**config.mk**
```make
export PLATFORM = sky130hd
export DESIGN_NAME = interrupt_sequencer_flat
export DESIGN_NICKNAME = d
export VERILOG_FILES = /design/src/rtl/interrupt_sequencer_pkg.sv /design/src/rtl/interrupt_sequencer_if.sv /design/src/rtl/interrupt_sequencer_request_latch.sv /design/src/rtl/interrupt_sequencer.sv /design/src/flat_wrapper.sv
export SDC_FILE = /design/constraint.sdc
export NUM_CORES = 1
export LEC_CHECK = 0
export CORE_MARGIN = 2
export CORE_UTILIZATION = 35
export CTS_CLUSTER_SIZE = 8
export DETAILED_ROUTE_END_ITERATION = 6
export GPL_TIMING_DRIVEN = 0
export HOLD_SLACK_MARGIN = 0.12
export PLACE_DENSITY = 0.77
export REMOVE_ABC_BUFFERS = 1
export SYNTH_ARGS = -nofsm -noshare
export SYNTH_HDL_FRONTEND = slang
export SYNTH_SLANG_ARGS = --single-unit
```
**constraint.sdc**
```tcl
create_clock -name clk -period 1.95 [get_ports clk]
set_clock_uncertainty 0.15 [all_clocks]
set_input_delay 0.39 -clock clk [delete_from_list [all_inputs] [get_ports clk]]
set_output_delay 0.39 -clock clk [all_outputs]
set_load 0.02 [all_outputs]
```
**src/rtl/interrupt_sequencer_pkg.sv**
```systemverilog
// Shared types and micro-op encodings for the interrupt sequencer.
// The OP_* values must track the Decode control-unit opcode table.
package int_pkg;

    typedef enum logic [2:0] {
        ST_IDLE       = 3'd0,
        ST_DRAIN      = 3'd1,
        ST_PUSH_PC_H  = 3'd2,
        ST_PUSH_PC_L  = 3'd3,
        ST_PUSH_FLAGS = 3'd4,
        ST_VECTOR     = 3'd5,
        ST_SETTLE     = 3'd6
    } state_t;

    localparam logic [15:0] OP_NOP        = 16'h0000;
    localparam logic [15:0] OP_PUSH_PC_H  = 16'hE001;
    localparam logic [15:0] OP_PUSH_PC_L  = 16'hE002;
    localparam logic [15:0] OP_PUSH_FLAGS = 16'hE003;

    typedef struct packed {
        logic pc_enb;
        logic f_d_enb;
        logic inject_valid;
        logic vector_sel;
        logic int_ack;
    } ctrl_t;

    localparam ctrl_t CTRL_IDLE = '{pc_enb: 1'b1, f_d_enb: 1'b1, inject_valid: 1'b0,
                                    vector_sel: 1'b0, int_ack: 1'b0};

    function automatic ctrl_t decode_ctrl(input state_t s);
        ctrl_t c;
        c = CTRL_IDLE;
        case (s)
            ST_DRAIN: begin
                c.pc_enb  = 1'b0;
                c.f_d_enb = 1'b0;
            end
            ST_PUSH_PC_H, ST_PUSH_PC_L, ST_PUSH_FLAGS: begin
                c.pc_enb       = 1'b0;
                c.f_d_enb      = 1'b0;
                c.inject_valid = 1'b1;
            end
            ST_VECTOR: begin
                c.f_d_enb    = 1'b0;
                c.vector_sel = 1'b1;
            end
            ST_SETTLE: c.int_ack = 1'b1;
            default:   c = CTRL_IDLE;
        endcase
        return c;
    endfunction

    function automatic logic [15:0] op_for_state(input state_t s);
        case (s)
            ST_PUSH_PC_H:  return OP_PUSH_PC_H;
            ST_PUSH_PC_L:  return OP_PUSH_PC_L;
            ST_PUSH_FLAGS: return OP_PUSH_FLAGS;
            default:       return OP_NOP;
        endcase
    endfunction

endpackage

```
**src/rtl/interrupt_sequencer_if.sv**
```systemverilog
// Request inputs and fetch-side control outputs of the interrupt sequencer.
interface interrupt_sequencer_if #(
    parameter int W = 16
);
    logic         interrupt;
    logic         int_enable;
    logic         hazard_stall;
    logic         branch_pending;
    logic         rti_done;
    logic         pc_enb;
    logic         f_d_enb;
    logic         inject_valid;
    logic [W-1:0] inject_instr;
    logic         vector_sel;
    logic         int_ack;
    logic         busy;
    logic [2:0]   state_dbg;

    modport master (
        input  interrupt, int_enable, hazard_stall, branch_pending, rti_done,
        output pc_enb, f_d_enb, inject_valid, inject_instr, vector_sel,
               int_ack, busy, state_dbg
    );

    modport slave (
        output interrupt, int_enable, hazard_stall, branch_pending, rti_done,
        input  pc_enb, f_d_enb, inject_valid, inject_instr, vector_sel,
               int_ack, busy, state_dbg
    );
endinterface

```
**src/rtl/interrupt_sequencer_request_latch.sv**
```systemverilog
// Edge detection, one-deep pending request and in-service tracking;
// produces the accept strobe consumed by the sequencer FSM.
module int_request_latch (
    input  logic clk,
    input  logic rst,
    input  logic interrupt,
    input  logic int_enable,
    input  logic hazard_stall,
    input  logic rti_done,
    input  logic idle,
    output logic accept
);
    logic int_prev_q, int_prev_d;
    logic pending_q, pending_d;
    logic in_service_q, in_service_d;
    logic edge_det;

    always_comb begin
        edge_det   = interrupt & ~int_prev_q;
        int_prev_d = interrupt;
        // An RTI retiring this cycle blocks a new accept until the flag has dropped.
        accept = idle & (pending_q | edge_det) & int_enable & ~in_service_q
                 & ~hazard_stall & ~rti_done;
        pending_d    = accept ? 1'b0 : (pending_q | edge_det);
        in_service_d = accept ? 1'b1 : (rti_done ? 1'b0 : in_service_q);
    end

    always_ff @(posedge clk or negedge rst) begin
        if (!rst) begin
            int_prev_q   <= 1'b0;
            pending_q    <= 1'b0;
            in_service_q <= 1'b0;
        end else begin
            int_prev_q   <= int_prev_d;
            pending_q    <= pending_d;
            in_service_q <= in_service_d;
        end
    end
endmodule

```
**src/rtl/interrupt_sequencer.sv**
```systemverilog
// Freezes fetch on an accepted interrupt, drains the pipe, injects three
// push micro-ops into Decode and then steers Fetch to the interrupt vector.
module interrupt_sequencer
    import int_pkg::*;
#(
    parameter int W            = 16,
    parameter int DRAIN_CYCLES = 3,
    parameter int CNT_W        = 2
) (
    input  logic                  clk,
    input  logic                  rst,
    interrupt_sequencer_if.master bus
);
    localparam logic [CNT_W-1:0] CNT_LOAD = CNT_W'(DRAIN_CYCLES - 1);

    state_t           state_q, state_d;
    logic [CNT_W-1:0] cnt_q, cnt_d;
    ctrl_t            ctrl_q, ctrl_d;
    logic [W-1:0]     instr_q, instr_d;
    logic             accept;

    int_request_latch u_req (
        .clk          (clk),
        .rst          (rst),
        .interrupt    (bus.interrupt),
        .int_enable   (bus.int_enable),
        .hazard_stall (bus.hazard_stall),
        .rti_done     (bus.rti_done),
        .idle         (state_q == ST_IDLE),
        .accept       (accept)
    );

    always_comb begin
        state_d = state_q;
        cnt_d   = cnt_q;
        case (state_q)
            ST_IDLE: begin
                if (accept) begin
                    state_d = ST_DRAIN;
                    cnt_d   = CNT_LOAD;
                end
            end
            ST_DRAIN: begin
                // A branch or flush in Execute restarts the quiet window.
                if (bus.branch_pending) begin
                    cnt_d = CNT_LOAD;
                end else if (cnt_q == '0) begin
                    state_d = ST_PUSH_PC_H;
                end else begin
                    cnt_d = cnt_q - CNT_W'(1);
                end
            end
            ST_PUSH_PC_H:  state_d = ST_PUSH_PC_L;
            ST_PUSH_PC_L:  state_d = ST_PUSH_FLAGS;
            ST_PUSH_FLAGS: state_d = ST_VECTOR;
            ST_VECTOR:     state_d = ST_SETTLE;
            ST_SETTLE:     state_d = ST_IDLE;
            default:       state_d = ST_IDLE;
        endcase
        // Outputs are registered from the next state so they line up with state_q.
        ctrl_d  = decode_ctrl(state_d);
        instr_d = W'(op_for_state(state_d));
    end

    always_ff @(posedge clk or negedge rst) begin
        if (!rst) begin
            state_q <= ST_IDLE;
            cnt_q   <= '0;
            ctrl_q  <= CTRL_IDLE;
            instr_q <= W'(OP_NOP);
        end else begin
            state_q <= state_d;
            cnt_q   <= cnt_d;
            ctrl_q  <= ctrl_d;
            instr_q <= instr_d;
        end
    end

    assign bus.pc_enb       = ctrl_q.pc_enb;
    assign bus.f_d_enb      = ctrl_q.f_d_enb;
    assign bus.inject_valid = ctrl_q.inject_valid;
    assign bus.vector_sel   = ctrl_q.vector_sel;
    assign bus.int_ack      = ctrl_q.int_ack;
    assign bus.inject_instr = instr_q;
    assign bus.busy         = (state_q != ST_IDLE);
    assign bus.state_dbg    = state_q;
endmodule

```
**src/flat_wrapper.sv**
```systemverilog
// flat-port wrapper written by rule: the top's interface ports become plain ports
module interrupt_sequencer_flat import int_pkg::*;
#(
    parameter int W            = 16,
    parameter int DRAIN_CYCLES = 3,
    parameter int CNT_W        = 2
)
  (clk, rst, bus_interrupt, bus_int_enable, bus_hazard_stall, bus_branch_pending, bus_rti_done, bus_pc_enb, bus_f_d_enb, bus_inject_valid, bus_inject_instr, bus_vector_sel, bus_int_ack, bus_busy, bus_state_dbg);
  interrupt_sequencer_if #(.W(W)) bus_i ();
  input  logic clk;
  input  logic rst;
  input wire logic [$bits(bus_i.interrupt)-1:0] bus_interrupt;
  input wire logic [$bits(bus_i.int_enable)-1:0] bus_int_enable;
  input wire logic [$bits(bus_i.hazard_stall)-1:0] bus_hazard_stall;
  input wire logic [$bits(bus_i.branch_pending)-1:0] bus_branch_pending;
  input wire logic [$bits(bus_i.rti_done)-1:0] bus_rti_done;
  output wire logic [$bits(bus_i.pc_enb)-1:0] bus_pc_enb;
  output wire logic [$bits(bus_i.f_d_enb)-1:0] bus_f_d_enb;
  output wire logic [$bits(bus_i.inject_valid)-1:0] bus_inject_valid;
  output wire logic [$bits(bus_i.inject_instr)-1:0] bus_inject_instr;
  output wire logic [$bits(bus_i.vector_sel)-1:0] bus_vector_sel;
  output wire logic [$bits(bus_i.int_ack)-1:0] bus_int_ack;
  output wire logic [$bits(bus_i.busy)-1:0] bus_busy;
  output wire logic [$bits(bus_i.state_dbg)-1:0] bus_state_dbg;
  assign bus_i.interrupt = bus_interrupt;
  assign bus_i.int_enable = bus_int_enable;
  assign bus_i.hazard_stall = bus_hazard_stall;
  assign bus_i.branch_pending = bus_branch_pending;
  assign bus_i.rti_done = bus_rti_done;
  assign bus_pc_enb = bus_i.pc_enb;
  assign bus_f_d_enb = bus_i.f_d_enb;
  assign bus_inject_valid = bus_i.inject_valid;
  assign bus_inject_instr = bus_i.inject_instr;
  assign bus_vector_sel = bus_i.vector_sel;
  assign bus_int_ack = bus_i.int_ack;
  assign bus_busy = bus_i.busy;
  assign bus_state_dbg = bus_i.state_dbg;
  interrupt_sequencer #(.W(W), .DRAIN_CYCLES(DRAIN_CYCLES), .CNT_W(CNT_W)) u_core (.clk(clk), .rst(rst), .bus(bus_i));
endmodule
```
==> results.py, run 1 <==
metrics = {
    "global_route": {
        "grt_start_max_net_pins": 17,
        "overflow": 0,
        "grt_pass1_vias": 556,
        "antenna_found_initial": 0,
        "grt_pass1_wl_um": 2340,
        "grtUsageTotal_pct": 11.9,
    },
    "layout": {
        "drive_gt1_share_pct": 18.4,
        "stdcell_area_mm2": 0.00103,
        "n_antenna_cell": 0,
        "syn2layout_area_growth_pct": 29.7,
        "fin_nets": 112,
    },
    "placed_design": {
        "post-dp-hpwl_um": 1030,
        "portBuffers": 20,
        "place.gp.congestion": 0.752,
        "place_area_um2": 956,
    },
    "die": {
        "die_x_um": 51.6,
        "std_cell_rows": 17,
        "initial_core_util_pct": 36.5,
        "io_pins": 32,
        "dieArea_mm2": 0.00266,
        "die_y_um": 51.6,
        "core_mm2": 0.00217,
    },
    "clocking": {
        "clkSlewWorstSetupHoldPaths_ps": 80,
        "hold_buffers": 0,
        "clock_latency_ps": 280,
        "root_buffer": "clkbuf_4",
        "cts_tree": "built",
        "numCtsBuffers": 3,
        "cts_sinks": 16,
        "clk_path_buf_depth": 2,
        "h-tree-depth": 1,
    },
    "timing": {
        "period_needed_ps": 1860,
        "hold_viol": 0,
        "grt_setup_unrepaired": "no",
        "clock.fmax_mhz": 537,
        "period_share_pct": 95.5,
        "setup-violations-final": 0,
        "max_slew.worst_pin.slew_ps": 671,
        "slew_headroom_pct": 55.1,
        "drv_slew": 0,
    },
    "worst_setup_path": {
        "max_stage_delay_ps": 470,
        "critical_path_class": "flop to primary output",
        "cp-start-kind": "flop",
        "required_ps": 1410,
        "cp_max_fo": 7,
        "crit_family": "flip-flops",
        "worstPathCellList": "nor2_4 > nand2_1 > dlygate4sd2_1",
        "arrival_ps": 1320,
        "cp-end-kind": "primary output",
        "path_buf_inv": 1,
        "slowest_stage": "dfrtp_2",
    },
    "power_and_ir_drop": {
        "power.density_mw_per_mm2": 1440,
        "p_leak_nw": 0.480,
        "p_total_mw": 1.48,
        "peakVddDrop_uv": 585,
    },
    "routing": {
        "dr.pass1.iters": 4,
        "drt-initial-drc-count": 20,
        "num_vias": 604,
        "ant_nets": 0,
        "drc": 0,
        "wl_um": 1420,
        "vias_per_cell": 4.61,
        "wl_per_cell_um": 10.8,
    },
    "synth": {
        "syn-cell-area_um2": 792,
        "synth_area_leaders": "dfrtp_1 (44%), buf_4 (13%), dfstp_2 (6.6%), nand2_1 (3.8%), nor2_1 (3.8%)",
        "synthDominantCellAreaShare_pct": 44.2,
        "async_reset_ff_share_pct": 100,
        "synth_ff_type": "dfrtp_1",
        "ys_types": 27,
        "syn_area_per_cell_um2": 9.90,
        "synth_top_cell_by_area": "dfrtp_1",
        "synth_edf_count": 0,
        "ys_seq_area_share_pct": 50.9,
        "syn_inst": 80,
        "ys_top_cells_by_count": "buf_4 (14), dfrtp_1 (14), nand2_1 (8), nor2_1 (8), inv_1 (5)",
        "synth_warnings": 0,
        "ys_seq_elements": 16,
    },
    "min_path": {
        "hp-class": "input port to asynchronous set/reset pin",
    },
    "outcome": {
        "status": "finished clean",
    },
    "flow_run": {
        "cap_viol_max_count": 0,
    },
}
-- metal layers --
layer | vias to the layer above | GRT usage (%) | wire (um)
met2 | 34 | 20.3 | 694
met1 | 279 | 14.1 | 565
met5 | - | 0 | 0
met3 | 5 | 2.30 | 113
met4 | 0 | 6.58 | 41
li1 | 286 | - | -
-- cell type report --
cell class                 instances  area [um2]
tap                               28        35.0
multi-input combinational         53         303
timing repair buffer              24         230
clock buffer                       4        26.3
sequential                        16         407
inverter                           6        26.3
fill                             208        1140
-- cells in the final DEF, fill, tap and decap left out, types with 2 or more instances in the layout --
master,instances
nor2b_1,3
dlymetal6s2s_1,2
a21oi_1,2
a31oi_1,2
dfstp_2,2
dfrtp_1,11
o21ai_1,4
clkdlybuf4s50_1,14
dfrtp_2,3
conb_1,11
inv_1,4
nor3_1,2
nand2_1,8
dlygate4sd2_1,4
clkbuf_4,3
nor2_1,7
buf_4,4
-- through the flow --
| stage | hold slack (ps) | setup slack [ps] | instances | util (%) | setup TNS, ps |
|---|---|---|---|---|---|
| 2_1_floorplan | -55.6 | 295 | 75 | - | 0 |
| 3_3_place_gp | 370 | -113 | 123 | 44.1 | -204 |
| 3_5_place_dp | 386 | -142 | 123 | 44.1 | -243 |
| 4_1_cts | 384 | 5.61 | 128 | 45.8 | 0 |
| 5_1_grt | 410 | 1.72 | 131 | 47.3 | 0 |
| 6_report | 364 | 87.5 | 131 | 47.3 | 0 |
-- kinds of logic after synthesis --
family | after synthesis | synth area share [%]
flip-flops | 16 | 50.9
AO/OA/AOI/OAI | 12 | 9.80
other | 1 | 0.473
adder cells (fa/ha/maj) | 1 | 1.58
buffers and inverters | 21 | 16.6
AND/OR/NAND/NOR | 29 | 20.7
-- where the power goes --
part	internal [mW]	switching (mW)	total (mW)
Sequential	0.465	0.0881	0.554
Clock	0.0794	0.0923	0.172
Combinational	0.322	0.428	0.750
Total	0.867	0.608	1.48
-- sequential cells by signal, indices dropped and copies added, names as in the netlist --
name / flops
u_core.bus.inject_instr: 3
u_core.bus.state_dbg: 3
u_core.cnt_q: 2
u_core.bus.f_d_enb: 1
u_core.bus.inject_valid: 1
u_core.bus.int_ack: 1
u_core.bus.pc_enb: 1
u_core.bus.vector_sel: 1
u_core.u_req.in_service_q: 1
u_core.u_req.int_prev_q: 1
u_core.u_req.pending_q: 1
-- worst paths after layout --
path                                                             from  slack [ps]  cells past startpoint                                    end
worst max-delay path                u_core.bus.state_dbg[1]$_DFF_PN0_          90                      3                               bus_busy
worst min-delay path                                              rst         360                      1  u_core.bus.inject_instr[14]$_DFF_PN0_
worst max register to register  u_core.u_req.in_service_q$_DFFE_PN0P_         270                      4            u_core.cnt_q[0]$_DFFE_PN0P_
worst min register to register            u_core.cnt_q[1]$_DFFE_PN0P_         400                      2            u_core.cnt_q[1]$_DFFE_PN0P_
max in group asynchronous                                         rst         820                      1      u_core.bus.state_dbg[1]$_DFF_PN0_
min in group clk                          u_core.cnt_q[1]$_DFFE_PN0P_         400                      2            u_core.cnt_q[1]$_DFFE_PN0P_
-- repair_timing --
item | 4_1_cts | 5_1_grt
setup buffers | 1 | 3
endpoints found under the setup margin | 4 | 3
pin swaps | 0 | 1
gates resized for setup | 8 | 4
Power figures use the tool's default switching activity.
==> run 2: changes to the inputs <==
--- a/config.mk
+++ b/config.mk
@@ -5,6 +5,7 @@
 export SDC_FILE = /design/constraint.sdc
 export NUM_CORES = 1
 export LEC_CHECK = 0
+export CORE_ASPECT_RATIO = 1.25
 export CORE_MARGIN = 2
 export CORE_UTILIZATION = 35
 export CTS_CLUSTER_SIZE = 8
==> constraint.sdc (replaced) <==
create_clock -name clk -period 1.9 [get_ports clk]
set_clock_uncertainty 0.15 [all_clocks]
set_input_delay 0.38 -clock clk [delete_from_list [all_inputs] [get_ports clk]]
set_output_delay 0.38 -clock clk [all_outputs]
set_load 0.02 [all_outputs]
==> results.py, run 2 (synthesized netlist as in run 1, its figures left out) <==
metrics = {
    "outcome": {
        "status": "finished clean",
    },
    "clocking": {
        "root_buffer": "clkbuf_4",
        "clock_latency_ps": 290,
        "h-tree-depth": 1,
        "cts_tree": "built",
        "numCtsBuffers": 3,
        "cts_sinks": 16,
        "clk_path_buf_depth": 2,
        "clkSlewWorstSetupHoldPaths_ps": 90,
        "hold_buffers": 0,
    },
    "timing": {
        "fin_setup_tns_ps": 0,
        "period_needed_ps": 1830,
        "setup-violations-final": 0,
        "clock.fmax_mhz": 548,
        "drv_slew": 0,
        "period_share_pct": 96.1,
        "worst_hold_slack_ps": 338,
        "setup_ws_ps": 73.9,
        "hold_viol": 0,
        "slew_headroom_pct": 55.2,
        "max_slew.worst_pin.slew_ps": 670,
    },
    "layout": {
        "fin_nets": 113,
        "syn2layout_area_growth_pct": 31.4,
        "final_common_cell": "clkdlybuf4s50_1",
        "instances_no_fill": 135,
        "stdcell_area_mm2": 0.00104,
        "post-route-util_pct": 48.1,
        "fillers": 208,
        "drive_gt1_share_pct": 20.2,
        "n_antenna_cell": 0,
        "layout_common_cells": "clkdlybuf4s50_1 (14), conb_1 (11), dfrtp_1 (11)",
    },
    "placed_design": {
        "place_ws_ps": -157,
        "portBuffers": 20,
        "place_area_um2": 960,
        "place.gp.congestion": 0.854,
        "post-dp-hpwl_um": 966,
        "placed_cells": 126,
    },
    "worst_setup_path": {
        "arrival_ps": 1300,
        "cp_max_fo": 5,
        "cp-start-kind": "flop",
        "worstPathCellList": "nor2_4 > nand2_1 > dlygate4sd2_1",
        "slowest_stage": "dfrtp_2",
        "cp-end-kind": "primary output",
        "r2r.worst_path.cells": 4,
        "crit_family": "flip-flops",
        "max_stage_delay_ps": 450,
        "worst-path-stages": 3,
        "path_buf_inv": 1,
        "required_ps": 1370,
        "critical_path_class": "flop to primary output",
    },
    "routing": {
        "num_vias": 595,
        "ant_nets": 0,
        "drc": 0,
        "wl_um": 1370,
        "dr.pass1.iters": 3,
        "drt-initial-drc-count": 6,
        "vias_per_cell": 4.41,
        "wl_per_cell_um": 10.1,
    },
    "global_route": {
        "grtUsageTotal_pct": 11.7,
        "met1_usage_pct": 15.6,
        "antenna_found_initial": 0,
        "grt_pass1_wl_um": 2260,
        "grt_pass1_vias": 542,
        "use_met3_pct": 0.949,
        "overflow": 0,
        "grt_start_max_net_pins": 17,
        "use_met2_pct": 17.3,
        "top_usage_layer": "met2",
    },
    "die": {
        "initial_core_util_pct": 36.6,
        "io_pins": 32,
        "core_mm2": 0.00216,
        "die_y_um": 57.2,
        "dieArea_mm2": 0.00266,
        "die_x_um": 46.5,
        "std_cell_rows": 19,
    },
    "power_and_ir_drop": {
        "power.density_mw_per_mm2": 1510,
        "p_total_mw": 1.57,
        "p_leak_nw": 0.474,
        "peakVddDrop_uv": 627,
    },
    "min_path": {
        "hp-class": "input port to asynchronous set/reset pin",
    },
    "flow_run": {
        "cap_viol_max_count": 0,
    },
}
run 2: cell types whose count changed in the layout (fill, tap and decap cells not counted):
cell,before,now
dlygate4sd2_1,4,6
dlymetal6s2s_1,2,0
buf_4,4,5
clkbuf_1,1,0
clkbuf_8,0,1
run 2: layout make-up:
| type | count | area, um2 | share of cell area, % |
|---|---|---|---|
| repair buffers | 25 | 230 | 22.1 |
| flip-flops and latches | 16 | 407 | 39.1 |
| multi-input cells | 53 | 303 | 29.1 |
| clock buffers | 4 | 36.3 | 3.49 |
| well taps | 31 | 38.8 | 3.73 |
| inverters | 6 | 26.3 | 2.52 |
run 2: worst paths after layout:
kind / startpoint / endpoint / slack, ps
worst max-delay path: u_core.bus.state_dbg[0]$_DFF_PN0_ / bus_busy / 70
worst min-delay path: rst / u_core.bus.int_ack$_DFF_PN0_ / 340
worst max register to register: u_core.u_req.in_service_q$_DFFE_PN0P_ / u_core.cnt_q[0]$_DFFE_PN0P_ / 210
worst min register to register: u_core.bus.state_dbg[1]$_DFF_PN0_ / u_core.bus.pc_enb$_DFF_PN1_ / 380
max in group asynchronous: rst / u_core.bus.state_dbg[1]$_DFF_PN0_ / 790
min in group clk: u_core.bus.state_dbg[1]$_DFF_PN0_ / u_core.bus.pc_enb$_DFF_PN1_ / 380
run 2: routing by layer:
| layer | routed length [um] | vias up |
|---|---|---|
| li1 | - | 289 |
| met1 | 584 | 277 |
| met2 | 672 | 24 |
| met3 | 50 | 5 |
| met4 | 59 | 0 |
| met5 | 0 | - |
run 2: power breakdown:
part / total, mW / switching (mW) / internal [mW] / leakage, nW
Combinational: 0.796 / 0.453 / 0.343 / 0.259
Sequential: 0.549 / 0.0714 / 0.478 / 0.194
Clock: 0.224 / 0.107 / 0.117 / 0.0210
run 2: repair_timing:
item / 4_1_cts / 5_1_grt
resized for setup: 11 / 1
setup buffers: 1 / 4
endpoints found under the setup margin: 6 / 1
pin swaps: 0 / 0
